==> config.mk <==
export PLATFORM = sky130hd
export DESIGN_NAME = dice_seg_display
export DESIGN_NICKNAME = d
export VERILOG_FILES = /design/src/rtl/dice_display_pkg.sv /design/src/rtl/seg_decode.sv /design/src/rtl/dice_seg_display.sv
export SDC_FILE = /design/constraint.sdc
export NUM_CORES = 1
export LEC_CHECK = 0
export CAP_MARGIN = 20
export CORE_MARGIN = 2
export CORE_UTILIZATION = 51
export CTS_BUF_LIST = sky130_fd_sc_hd__clkbuf_16
export CTS_CLUSTER_DIAMETER = 40
export DETAILED_ROUTE_END_ITERATION = 10
export GPL_ROUTABILITY_DRIVEN = 1
export PLACE_DENSITY = 0.85
export SYNTH_ARGS = -nofsm -noshare
export SYNTH_HDL_FRONTEND = slang
export SYNTH_SLANG_ARGS = --single-unit
==> constraint.sdc <==
create_clock -name CLK -period 2.5 [get_ports CLK]
set_input_delay 0.5 -clock CLK [delete_from_list [all_inputs] [get_ports CLK]]
set_output_delay 0.5 -clock CLK [all_outputs]
set_load 0.01 [all_outputs]
==> src/rtl/dice_display_pkg.sv <==
// Shared constants for the dice seven-segment display: active-low segment
// patterns, the internal symbol codes and the digit positions.
package dice_display_pkg;

    // Active-low segment patterns, bit order {g,f,e,d,c,b,a}
    localparam logic [6:0] SEG_0     = 7'h40;
    localparam logic [6:0] SEG_1     = 7'h79;
    localparam logic [6:0] SEG_2     = 7'h24;
    localparam logic [6:0] SEG_3     = 7'h30;
    localparam logic [6:0] SEG_4     = 7'h19;
    localparam logic [6:0] SEG_5     = 7'h12;
    localparam logic [6:0] SEG_6     = 7'h02;
    localparam logic [6:0] SEG_DASH  = 7'h3F;
    localparam logic [6:0] SEG_BLANK = 7'h7F;
    localparam logic [6:0] SEG_P     = 7'h0C;
    localparam logic [6:0] SEG_A     = 7'h08;
    localparam logic [6:0] SEG_L     = 7'h47;
    localparam logic [6:0] SEG_E     = 7'h06;
    localparam logic [6:0] SEG_r     = 7'h2F;
    localparam logic [6:0] SEG_o     = 7'h23;

    // Symbol codes; 'S' reuses SYM_5 and capital 'O' reuses SYM_0
    typedef enum logic [3:0] {
        SYM_0     = 4'd0,
        SYM_1     = 4'd1,
        SYM_2     = 4'd2,
        SYM_3     = 4'd3,
        SYM_4     = 4'd4,
        SYM_5     = 4'd5,
        SYM_6     = 4'd6,
        SYM_DASH  = 4'd7,
        SYM_BLANK = 4'd8,
        SYM_P     = 4'd9,
        SYM_A     = 4'd10,
        SYM_L     = 4'd11,
        SYM_E     = 4'd12,
        SYM_r     = 4'd13,
        SYM_o     = 4'd14
    } sym_e;

    // Digit positions (0 = rightmost)
    localparam logic [2:0] DIG_DICE2 = 3'd0;
    localparam logic [2:0] DIG_DICE1 = 3'd1;
    localparam logic [2:0] DIG_LAST  = 3'd7;

    // Die value -> symbol: 0 means "not rolled yet", 7 is not a legal face
    function automatic sym_e die_sym(input logic [2:0] v);
        case (v)
            3'd0:    return SYM_DASH;
            3'd1:    return SYM_1;
            3'd2:    return SYM_2;
            3'd3:    return SYM_3;
            3'd4:    return SYM_4;
            3'd5:    return SYM_5;
            3'd6:    return SYM_6;
            default: return SYM_BLANK;
        endcase
    endfunction

    // Status word letter; pos 0 is the leftmost digit. Win beats Lose beats Roll.
    function automatic sym_e status_sym(input logic w, input logic l,
                                        input logic r, input logic [1:0] pos);
        if (w) begin
            case (pos)
                2'd0:    return SYM_P;
                2'd1:    return SYM_A;
                default: return SYM_5;
            endcase
        end else if (l) begin
            case (pos)
                2'd0:    return SYM_L;
                2'd1:    return SYM_0;
                2'd2:    return SYM_5;
                default: return SYM_E;
            endcase
        end else if (r) begin
            case (pos)
                2'd0:    return SYM_r;
                2'd1:    return SYM_o;
                default: return SYM_L;
            endcase
        end
        return SYM_BLANK;
    endfunction

endpackage

==> src/rtl/seg_decode.sv <==
// Combinational symbol-code to active-low cathode pattern decoder.
module seg_decode
    import dice_display_pkg::*;
(
    input  sym_e       i_sym,
    output logic [6:0] o_seg
);

    // Table lookup; unused codes render blank
    always_comb begin
        o_seg = SEG_BLANK;
        case (i_sym)
            SYM_0:     o_seg = SEG_0;
            SYM_1:     o_seg = SEG_1;
            SYM_2:     o_seg = SEG_2;
            SYM_3:     o_seg = SEG_3;
            SYM_4:     o_seg = SEG_4;
            SYM_5:     o_seg = SEG_5;
            SYM_6:     o_seg = SEG_6;
            SYM_DASH:  o_seg = SEG_DASH;
            SYM_P:     o_seg = SEG_P;
            SYM_A:     o_seg = SEG_A;
            SYM_L:     o_seg = SEG_L;
            SYM_E:     o_seg = SEG_E;
            SYM_r:     o_seg = SEG_r;
            SYM_o:     o_seg = SEG_o;
            default:   o_seg = SEG_BLANK;
        endcase
    end

endmodule

==> src/rtl/dice_seg_display.sv <==
// 8-digit multiplexed seven-segment driver for the dice game: dice on the
// two rightmost digits, a blinking status word on the four leftmost digits.
// Game inputs are snapshotted once per scan frame so a frame never tears.
module dice_seg_display
    import dice_display_pkg::*;
#(
    parameter int REFRESH_DIV  = 100000,
    parameter int BLINK_FRAMES = 64
) (
    input  logic       CLK,
    input  logic       reset,
    input  logic       Win,
    input  logic       Lose,
    input  logic       Roll,
    input  logic [2:0] Diceout1,
    input  logic [2:0] Diceout2,
    output logic [7:0] Anode,
    output logic [6:0] Cathode
);

    localparam int RW = (REFRESH_DIV  > 1) ? $clog2(REFRESH_DIV)  : 1;
    localparam int BW = (BLINK_FRAMES > 1) ? $clog2(BLINK_FRAMES) : 1;

    logic [RW-1:0] r_refresh_cnt;
    logic [2:0]    r_digit_idx;
    logic [BW-1:0] r_blink_cnt;
    logic          r_blink_on;
    logic          r_sh_win, r_sh_lose, r_sh_roll;
    logic [2:0]    r_sh_dice1, r_sh_dice2;

    logic          w_tick;
    logic          w_frame_end;
    logic          w_wl;
    logic          w_blink_wrap;
    logic [2:0]    w_pos;
    sym_e          w_sym;
    logic [6:0]    w_seg;

    assign w_tick       = (r_refresh_cnt == RW'(REFRESH_DIV - 1));
    assign w_frame_end  = w_tick && (r_digit_idx == DIG_LAST);
    assign w_wl         = r_sh_win | r_sh_lose;
    assign w_blink_wrap = (r_blink_cnt == BW'(BLINK_FRAMES - 1));
    assign w_pos        = DIG_LAST - r_digit_idx;

    // Per-digit dwell counter and digit scan index
    always_ff @(posedge CLK or posedge reset) begin
        if (reset) begin
            r_refresh_cnt <= '0;
            r_digit_idx   <= '0;
        end else if (w_tick) begin
            r_refresh_cnt <= '0;
            r_digit_idx   <= r_digit_idx + 3'd1;
        end else begin
            r_refresh_cnt <= r_refresh_cnt + RW'(1);
        end
    end

    // Snapshot the game state at the frame boundary only
    always_ff @(posedge CLK or posedge reset) begin
        if (reset) begin
            r_sh_win   <= 1'b0;
            r_sh_lose  <= 1'b0;
            r_sh_roll  <= 1'b0;
            r_sh_dice1 <= '0;
            r_sh_dice2 <= '0;
        end else if (w_frame_end) begin
            r_sh_win   <= Win;
            r_sh_lose  <= Lose;
            r_sh_roll  <= Roll;
            r_sh_dice1 <= Diceout1;
            r_sh_dice2 <= Diceout2;
        end
    end

    // Blink phase: counts frames while Win/Lose is shown, parked visible otherwise
    always_ff @(posedge CLK or posedge reset) begin
        if (reset) begin
            r_blink_cnt <= '0;
            r_blink_on  <= 1'b1;
        end else if (!w_wl) begin
            r_blink_cnt <= '0;
            r_blink_on  <= 1'b1;
        end else if (w_frame_end) begin
            if (w_blink_wrap) begin
                r_blink_cnt <= '0;
                r_blink_on  <= ~r_blink_on;
            end else begin
                r_blink_cnt <= r_blink_cnt + BW'(1);
            end
        end
    end

    // Pick the symbol for the digit currently being scanned
    always_comb begin
        w_sym = SYM_BLANK;
        case (r_digit_idx)
            DIG_DICE2: w_sym = die_sym(r_sh_dice2);
            DIG_DICE1: w_sym = die_sym(r_sh_dice1);
            3'd2, 3'd3: w_sym = SYM_BLANK;
            default: begin
                if (w_wl && !r_blink_on)
                    w_sym = SYM_BLANK;
                else
                    w_sym = status_sym(r_sh_win, r_sh_lose, r_sh_roll, w_pos[1:0]);
            end
        endcase
    end

    seg_decode u_seg_decode (
        .i_sym (w_sym),
        .o_seg (w_seg)
    );

    // Register anode and cathode together so the digit switch is glitch-aligned
    always_ff @(posedge CLK or posedge reset) begin
        if (reset) begin
            Anode   <= 8'hFF;
            Cathode <= SEG_BLANK;
        end else begin
            Anode   <= ~(8'b1 << r_digit_idx);
            Cathode <= w_seg;
        end
    end

endmodule

==> results of run 1 <==
==> final timing paths <==
check | startpoint | to | cells past startpoint
max in group asynchronous | reset | r_digit_idx[0] | 3
min reg2reg | r_refresh_cnt[0] | r_refresh_cnt[0] | 1
max | r_digit_idx[0] | Cathode[3] | 10
min in group asynchronous | reset | r_refresh_cnt[12] | 3
min | r_refresh_cnt[0] | r_refresh_cnt[0] | 1
max reg2reg | r_digit_idx[0] | Cathode[3] | 10
==> layout by cell type, fill, tap and decap left out, types with 7 or more instances in the layout <==
cell	count
dfrtp_1	34
buf_4	14
clkdlybuf4s50_1	25
xor2_1	7
xnor2_1	13
ha_1	16
mux2_2	9
inv_1	18
nor2_1	20
a21oi_1	9
nand3_1	11
dfstp_2	16
nand2_1	19
==> metrics by stage <==
| stage | TNS (ns) | area (um2) | util |
|---|---|---|---|
| after floorplan | 0 | 2750 | - |
| after global placement | 0 | 3150 | 0.617 |
| after detailed placement | -0.0329 | 3150 | 0.617 |
| after CTS | 0 | 3290 | 0.644 |
| after global routing | -0.116 | 3320 | 0.650 |
| final | 0 | 3320 | 0.650 |
==> what timing repair did <==
| item | 4_1_cts | 5_1_grt |
|---|---|---|
| pin swaps | 0 | 1 |
| cloned | 0 | 0 |
| endpoints found under the setup margin | 2 | 6 |
| resized for setup | 1 | 3 |
| setup buffers | 0 | 2 |
==> registers in the layout (all words and copies together) (netlist names), 3 cells and up <==
register	cells
Cathode	7
r_digit_idx	3
r_sh_dice2	3
r_sh_dice1	3
Anode	8
r_refresh_cnt	17
r_blink_cnt	6
==> cells by family (layout without fill, tap and decap cells) <==
kind of cell | count (synthesis) | count (layout) | synth area share
fa+ha+maj | 24 | 24 | 0.105
flops | 51 | 51 | 0.477
mux | 13 | 13 | 0.0641
compound gates | 28 | 28 | 0.0677
xor+xnor | 20 | 20 | 0.0645
simple gates | 89 | 89 | 0.182
buf+inv | 26 | 68 | 0.0387
==> metal layers <==
metal  vias to the layer above  track usage
met5                         -            0
met4                         0       0.0764
met3                         8       0.0459
met2                        31        0.308
met1                       970        0.221
li1                        951            -
==> synth_stat cells, drive strengths merged, types with 3 or more instances <==
master / instances
and3: 5
maj3: 6
dfrtp: 35
nand3: 12
nor3: 3
o21ai: 5
xnor2: 13
a21oi: 9
mux2: 9
buf: 3
ha: 18
nor2: 20
inv: 20
dfstp: 16
xor2: 7
clkbuf: 3
or3: 4
nand2b: 3
nand4: 5
nand2: 20
==> worst register-to-register path, cell delays in order (launching register included) <==
cell	delay [ns]
dfrtp_2	0.41
inv_2	0.05
ha_1	0.20
or3_4	0.40
a22oi_2	0.21
o311ai_1	0.15
o221ai_2	0.10
buf_4	0.18
ha_1	0.13
inv_1	0.03
mux4_1	0.48
==> power breakdown <==
group	internal, mW	switching (mW)	total (mW)
Clock	0.362	0.277	0.638
Combinational	0.0980	0.0833	0.181
Sequential	0.859	0.0103	0.870
==> cell type report <==
class	count	area, um2
Fill cell	407	1790
Tap cell	70	87.6
Sequential cell	51	1300
Timing Repair Buffer	40	375
Clock inverter	3	12.5
Inverter	20	75.1
Clock buffer	5	125
Multi-Input combinational cell	174	1350
==> out/qor.csv, run 1 <==
metric,value,unit
outcome,finished clean,
final_layout_size_suffix_gt1_frac,0.225,
placed_cells,353,
cts_tree,built,
clk_pin_slew,0.06,ns
dr.pass1.iters,4,
min_period,2.44,ns
vias,1960,
start_util,0.532,
highest_layer,met4,
path_cells,inv_2 > ha_1 > or3_4 > a22oi_2 > o311ai_1 > o221ai_2 > buf_4 > ha_1 > inv_1 > mux4_1,
grt_overflow,0,
hold_slack,0.484,ns
grt_pass1_vias,1938,
fin_nets,321,
synth.yosys.seq_area_share,0.477,
worstSetupEndpointType,register,
ioPinCount,26,
max_freq,0.410,GHz
finalCritPeriodShare,0.975,
core_area,5110,um2
crit_family,multiplexers,
wl_per_cell,13.7,um
grt_usage,0.182,
num_rows,26,
cp.required,2.70,ns
routed_wl,4990,um
drt-initial-drc-count,67,
slowest_stage,mux4_1,
hold_class,register to register,
ys_types,50,
diodes,0,
maxSlewHeadroom,0.592,
grt_pass1_wl,8610,um
dr_wl_met3,145,um
die_area,5920,um2
worst-path-buf-inv,3,
skew,0.00346,ns
wl_met1,2240,um
gp_congestion,0.811,
postRouteAntennaNets,0,
synth_nets,280,
setup_viol,0,
vdd_ir_drop_max,0.274,mV
syn_inst,251,
drv_cap,0,
worst_pin_slew,0.612,ns
htreeDepth,2,
die_h,77.0,um
synth_area,2720,um2
yosys.area.top_type,dfrtp_1,
worst_setup_path_start_kind,register,
drc,0,
clock_latency,0.29,ns
p_total,1.69,mW
arrival,2.64,ns
antenna_found_initial,0,
numCtsBuffers,5,
rrSetupSlack,0.06,ns
synth-seq-cells,51,
fp.dieW,77.0,um
dr_wl_met2,2500,um
fin_cells,363,
pre_cts_ws,-0.0314,ns
grt_max_degree,52,
rsz0062_at_grt,true,
cts_max_path_buffers,2,
cellPowerDensity,509,nW/um2
synth_area_leaders,"dfrtp_1 32%, dfstp_2 15%, ha_1 8.3%",
hold_viol,0,
hold_buffers,0,
synth_top_flop_cell,dfrtp_1,
vias_per_cell,5.40,
clkSinkCount,51,
report.final.slew_viol_count,0,
portBuffers,25,
area_growth,22.4,%
root_buffer,clkbuf_16,
power.leakage,1.45,nW
cp_common_cell,ha_1,
synth_edf_count,0,
ys.warnings.count,0,
synth_top_area_frac,0.323,
dp_hpwl,3610,um
synth_area_per_cell,10.8,um2
async_flop_share,1.00,
fin_ws,0.0629,ns
worstSetupPathType,register to register,
crit_fanout,5,
max_stage_delay,0.48,ns
Power figures use the tool's default switching activity.
==> inputs of run 2 (changes only) <==
GPL_TIMING_DRIVEN = 0   (was unset)
==> run 2 against run 1 <==
Net effect:
- non-clock buffer count is 7 higher
- first-iteration DRC count is 100% higher
- critical path depth decreased by 1
- combinational power rose by 4%
- critical path type unchanged
- sequential share of layout area decreased by 1.1 points
- largest power group unchanged
- setup slack improved by 0.0055 ns
- worst hold slack improved by 0.0021 ns
- fmax rose by 0.23%
- sequential power hardly changed
- via count is 4.3% higher
- routed wire length up 11%
==> out/qor.csv, run 2 (same netlist as run 1, synthesis figures left out) <==
metric,value,unit
die_area,5920,um2
area_growth,26.2,%
worst_setup_path_start_kind,register,
power.leakage,1.47,nW
design_area,3430,um2
grt_overflow,0,
grt_pass1_wl,8880,um
max_freq,0.411,GHz
fin_ws,0.0684,ns
drc,0,
root_buffer,clkbuf_16,
core_area,5110,um2
drv_cap,0,
pre_cts_ws,-0.266,ns
maxSlewHeadroom,0.702,
layout_commonest_cell,dfrtp_1,
min_period,2.43,ns
cts_max_path_buffers,2,
clkSinkCount,51,
antenna_found_initial,0,
hold_slack,0.487,ns
final_layout_size_suffix_gt1_frac,0.263,
num_rows,26,
htreeDepth,2,
worstSetupPathType,register to register,
crit_fanout,10,
die_h,77.0,um
vdd_ir_drop_max,0.344,mV
wl_per_cell,15.0,um
top_regs,"r_refresh_cnt x17, Anode x8, Cathode x7",
grt_max_degree,37,
grt_usage,0.185,
cellPowerDensity,497,nW/um2
clk_pin_slew,0.07,ns
outcome,finished clean,
fin_util,0.671,
routed_wl,5530,um
skew,0.00833,ns
place_area,3100,um2
finalCritPeriodShare,0.973,
start_util,0.532,
worstSetupEndpointType,register,
hold_class,primary input to asynchronous set/reset pin,
hold_viol,0,
vias,2044,
grt_pass1_vias,2011,
rrSetupSlack,0.07,ns
clock_latency,0.29,ns
fp.dieW,77.0,um
numCtsBuffers,5,
final_cell_mix,"33 x dfrtp_1, 25 x clkdlybuf4s50_1, 20 x nor2_1, 19 x nand2_1, 17 x inv_1",
ioPinCount,26,
rr_startpoint,r_digit_idx[1],
vias_per_cell,5.52,
largest_reg_flops,17,
worst_pin_slew,0.447,ns
fin_nets,328,
largest_register,r_refresh_cnt,
arrival,2.63,ns
report.final.slew_viol_count,0,
portBuffers,25,
setup_viol,0,
cts_tree,built,
diodes,0,
dp_hpwl,3430,um
cp.required,2.69,ns
gp_congestion,0.856,
worstSetupStartpoint,r_digit_idx[1],
drt-initial-drc-count,136,
dr.pass1.iters,4,
postRouteAntennaNets,0,
[run 2: changes by cell type in the layout (fill, tap and decap cells not counted), moves of 2 or more]
| cell | previous run | this run |
|---|---|---|
| ha_4 | 1 | 4 |
| clkbuf_1 | 0 | 2 |
| ha_1 | 16 | 12 |
| buf_4 | 14 | 16 |
[run 2: worst paths after layout]
kind | depth (start not counted) | to
setup / recovery | 9 | Cathode[0]
hold / removal | 2 | r_refresh_cnt[12]
setup reg to reg | 9 | Cathode[0]
hold reg to reg | 1 | r_refresh_cnt[0]
max in group asynchronous | 3 | Anode[5]
min in group CLK | 1 | r_refresh_cnt[0]
[run 2: area by class of cell]
cell class	count	area [um2]
Fill cell	372	1680
Multi-Input combinational cell	174	1410
Sequential cell	51	1300
Timing Repair Buffer	41	383
Clock buffer	5	125
Tap cell	70	87.6
Inverter	20	77.6
Buffer	6	36.3
Clock inverter	3	12.5
[run 2: critical path, stage by stage (launching register included)]
cell and delay [ns]:
dfrtp_2 0.43, buf_4 0.18, ha_2 0.22, or3b_2 0.50, o221ai_1 0.12, a222oi_1 0.16
buf_4 0.17, buf_4 0.17, and3b_1 0.18, a211oi_1 0.22
[run 2: report_power, final]
group	switching [mW]	leakage (nW)	total [mW]	internal [mW]
Sequential	0.0121	0.618	0.871	0.859
Clock	0.282	0.0724	0.644	0.362
Combinational	0.0870	0.783	0.188	0.101
[run 2: per-layer routing]
layer  global-route usage  vias to the layer above  part of all wire
met4               0.0818                        0             0.020
met3               0.0271                       11             0.037
met5                    0                        -                 0
met1                0.222                     1014              0.44
li1                     -                      960                 -
met2                0.327                       59              0.51
[run 2: what timing repair did]
| action | 4_1_cts | 5_1_grt |
|---|---|---|
| resized for setup | 10 | 9 |
| hold endpoints to repair | 0 | 0 |
| pin swaps | 3 | 7 |
| hold buffers | 0 | 0 |
| endpoints found under the setup margin | 6 | 6 |
| setup buffers | 7 | 8 |
[run 2: through the flow]
stage	std cells	power, mW	TNS [ns]
floorplan	251	0.983	0
finish	370	1.70	0
CTS	362	1.70	-0.00184
detailed placement	347	1.05	-0.670
global route	370	1.77	-0.0208
global placement	346	1.04	-4.62
==> inputs of run 3 (changes only) <==
CORE_UTILIZATION = 57   (was 51)
DONT_BUFFER_PORTS = 1   (was unset)
SKIP_LAST_GASP = 1   (was unset)
==> run 3 against run 2 <==
Net effect:
- the flow now finishes with violations (setup timing)
- setup slack got worse by 0.079 ns
- sequential share of layout area increased by 3.3 points
- cell area decreased by 8.0%
- worst hold slack got worse by 0.40 ns
- via count decreased by 5.2%
- critical path type unchanged
==> out/qor.csv, run 3 (same netlist as run 1, synthesis figures left out) <==
metric,value,unit
design_area,3150,um2
final_layout_size_suffix_gt1_frac,0.291,
cts_max_path_buffers,2,
fin_nets,303,
maxSlewHeadroom,0.694,
setup_viol,1,
largest_reg_flops,17,
vias_per_cell,5.89,
hold_viol,0,
rsz0062_at_grt,true,
vias,1938,
grt_overflow,0,
violations,setup timing,
cp.required,2.71,ns
htreeDepth,2,
fp.dieW,73.0,um
cellPowerDensity,542,nW/um2
p_int,1.30,mW
worst-path-buf-inv,2,
slowest_stage,mux4_2,
cp_common_cell,ha_4,
combPwrFrac,0.081,
cts_tree,built,
worstSetupEndpointType,register,
path_cells,buf_6 > ha_4 > or3_4 > a22oi_2 > o311ai_2 > o221ai_2 > inv_2 > ha_4 > mux4_2,
hold_slack,0.0878,ns
clock_latency,0.30,ns
portBuffers,0,
largest_register,r_refresh_cnt,
skew,0.00388,ns
p_total,1.71,mW
start_util,0.583,
drt-initial-drc-count,121,
layout_commonest_cell,dfrtp_1,
clkSinkCount,51,
dp_hpwl,3590,um
area_growth,16.1,%
num_rows,25,
grt_usage,0.217,
drc,0,
wl_per_cell,16.7,um
crit_family,compound AO/OA/AOI/OAI gates,
gp_congestion,0.818,
fin_cells,329,
diodes,0,
place_area,2830,um2
root_buffer,clkbuf_16,
fin_util,0.676,
clockPowerShare,0.402,
grt_pass1_wl,8660,um
p_seq_frac,0.516,
swShare,0.241,
outcome,finished with violations,
worst_setup_path_start_kind,register,
p_sw,412,uW
postRouteAntennaNets,0,
fin_ws,-0.0102,ns
worstSetupPathType,register to register,
placed_cells,306,
die_h,73.0,um
grt_pass1_vias,1796,
max_freq,0.398,GHz
finalCritPeriodShare,1.00,
ioPinCount,26,
final_cell_mix,"34 x dfrtp_1, 20 x nor2_1, 19 x nand2_1, 16 x dfstp_2, 16 x inv_1",
hold_class,primary input to asynchronous set/reset pin,
vdd_ir_drop_max,0.544,mV
drv_cap,0,
numCtsBuffers,5,
routed_wl,5490,um
min_period,2.51,ns
antenna_found_initial,0,
core_area,4660,um2
grt_max_degree,32,
die_area,5330,um2
power.leakage,1.38,nW
dr.pass1.iters,4,
arrival,2.72,ns
max_stage_delay,0.46,ns
clk_pin_slew,0.07,ns
report.final.slew_viol_count,0,
worst_pin_slew,0.459,ns
top_regs,"r_refresh_cnt x17, Anode x8, Cathode x7",
crit_fanout,4,
-- run 3: metrics by stage --
stage	setup TNS [ns]	setup slack (ns)
6_report	-0.0102	-0.0102
5_1_grt	-0.328	-0.104
4_1_cts	0	0.00972
3_5_place_dp	-0.775	-0.283
3_3_place_gp	-0.456	-0.224
2_1_floorplan	0	0.00969
-- run 3: power by group through the flow --
stage	Clock, mW	Combinational, mW	Sequential (mW)
after floorplan	0	0.0903	0.893
after global placement	0	0.106	0.895
after detailed placement	0	0.114	0.897
after CTS	0.694	0.123	0.882
after global routing	0.725	0.152	0.885
final	0.688	0.139	0.882
-- run 3: area by class of cell --
class                   count  area, um2
multi-input cells         174       1390
plain buffers               6       32.5
flip-flops and latches     51       1300
clock buffers               5        125
fillers                   320       1510
clock inverters             3       17.5
repair buffers             16        149
well taps                  54       67.6
inverters                  20       75.1
-- run 3: metal layers --
layer / vias to the layer above / wire [um] / GRT usage
li1: 909 / - / -
met1: 976 / 2440 / 0.286
met2: 42 / 2730 / 0.341
met3: 11 / 220 / 0.0663
met4: 0 / 99 / 0.0720
met5: - / 0 / 0
-- run 3: path summary, 6_finish.rpt --
path	endpoint	depth (start not counted)	slack (ns)	from
min	r_sh_dice2[0]	1	0.09	reset
min in group CLK	r_sh_dice2[2]	1	0.35	Diceout2[2]
min reg2reg	r_refresh_cnt[4]	1	0.50	r_refresh_cnt[4]
max	Cathode[3]	9	-0.01	r_digit_idx[0]
max reg2reg	Cathode[3]	9	-0.01	r_digit_idx[0]
max in group asynchronous	Cathode[3]	2	1.83	reset
-- run 3: what timing repair did --
action                                  in CTS  in global routing
endpoints found under the setup margin       6                  4
hold buffers                                 0                  0
pin swaps                                    5                  6
gates resized for setup                     10                  6
buffers inserted                             6                  9
cloned                                       0                  0
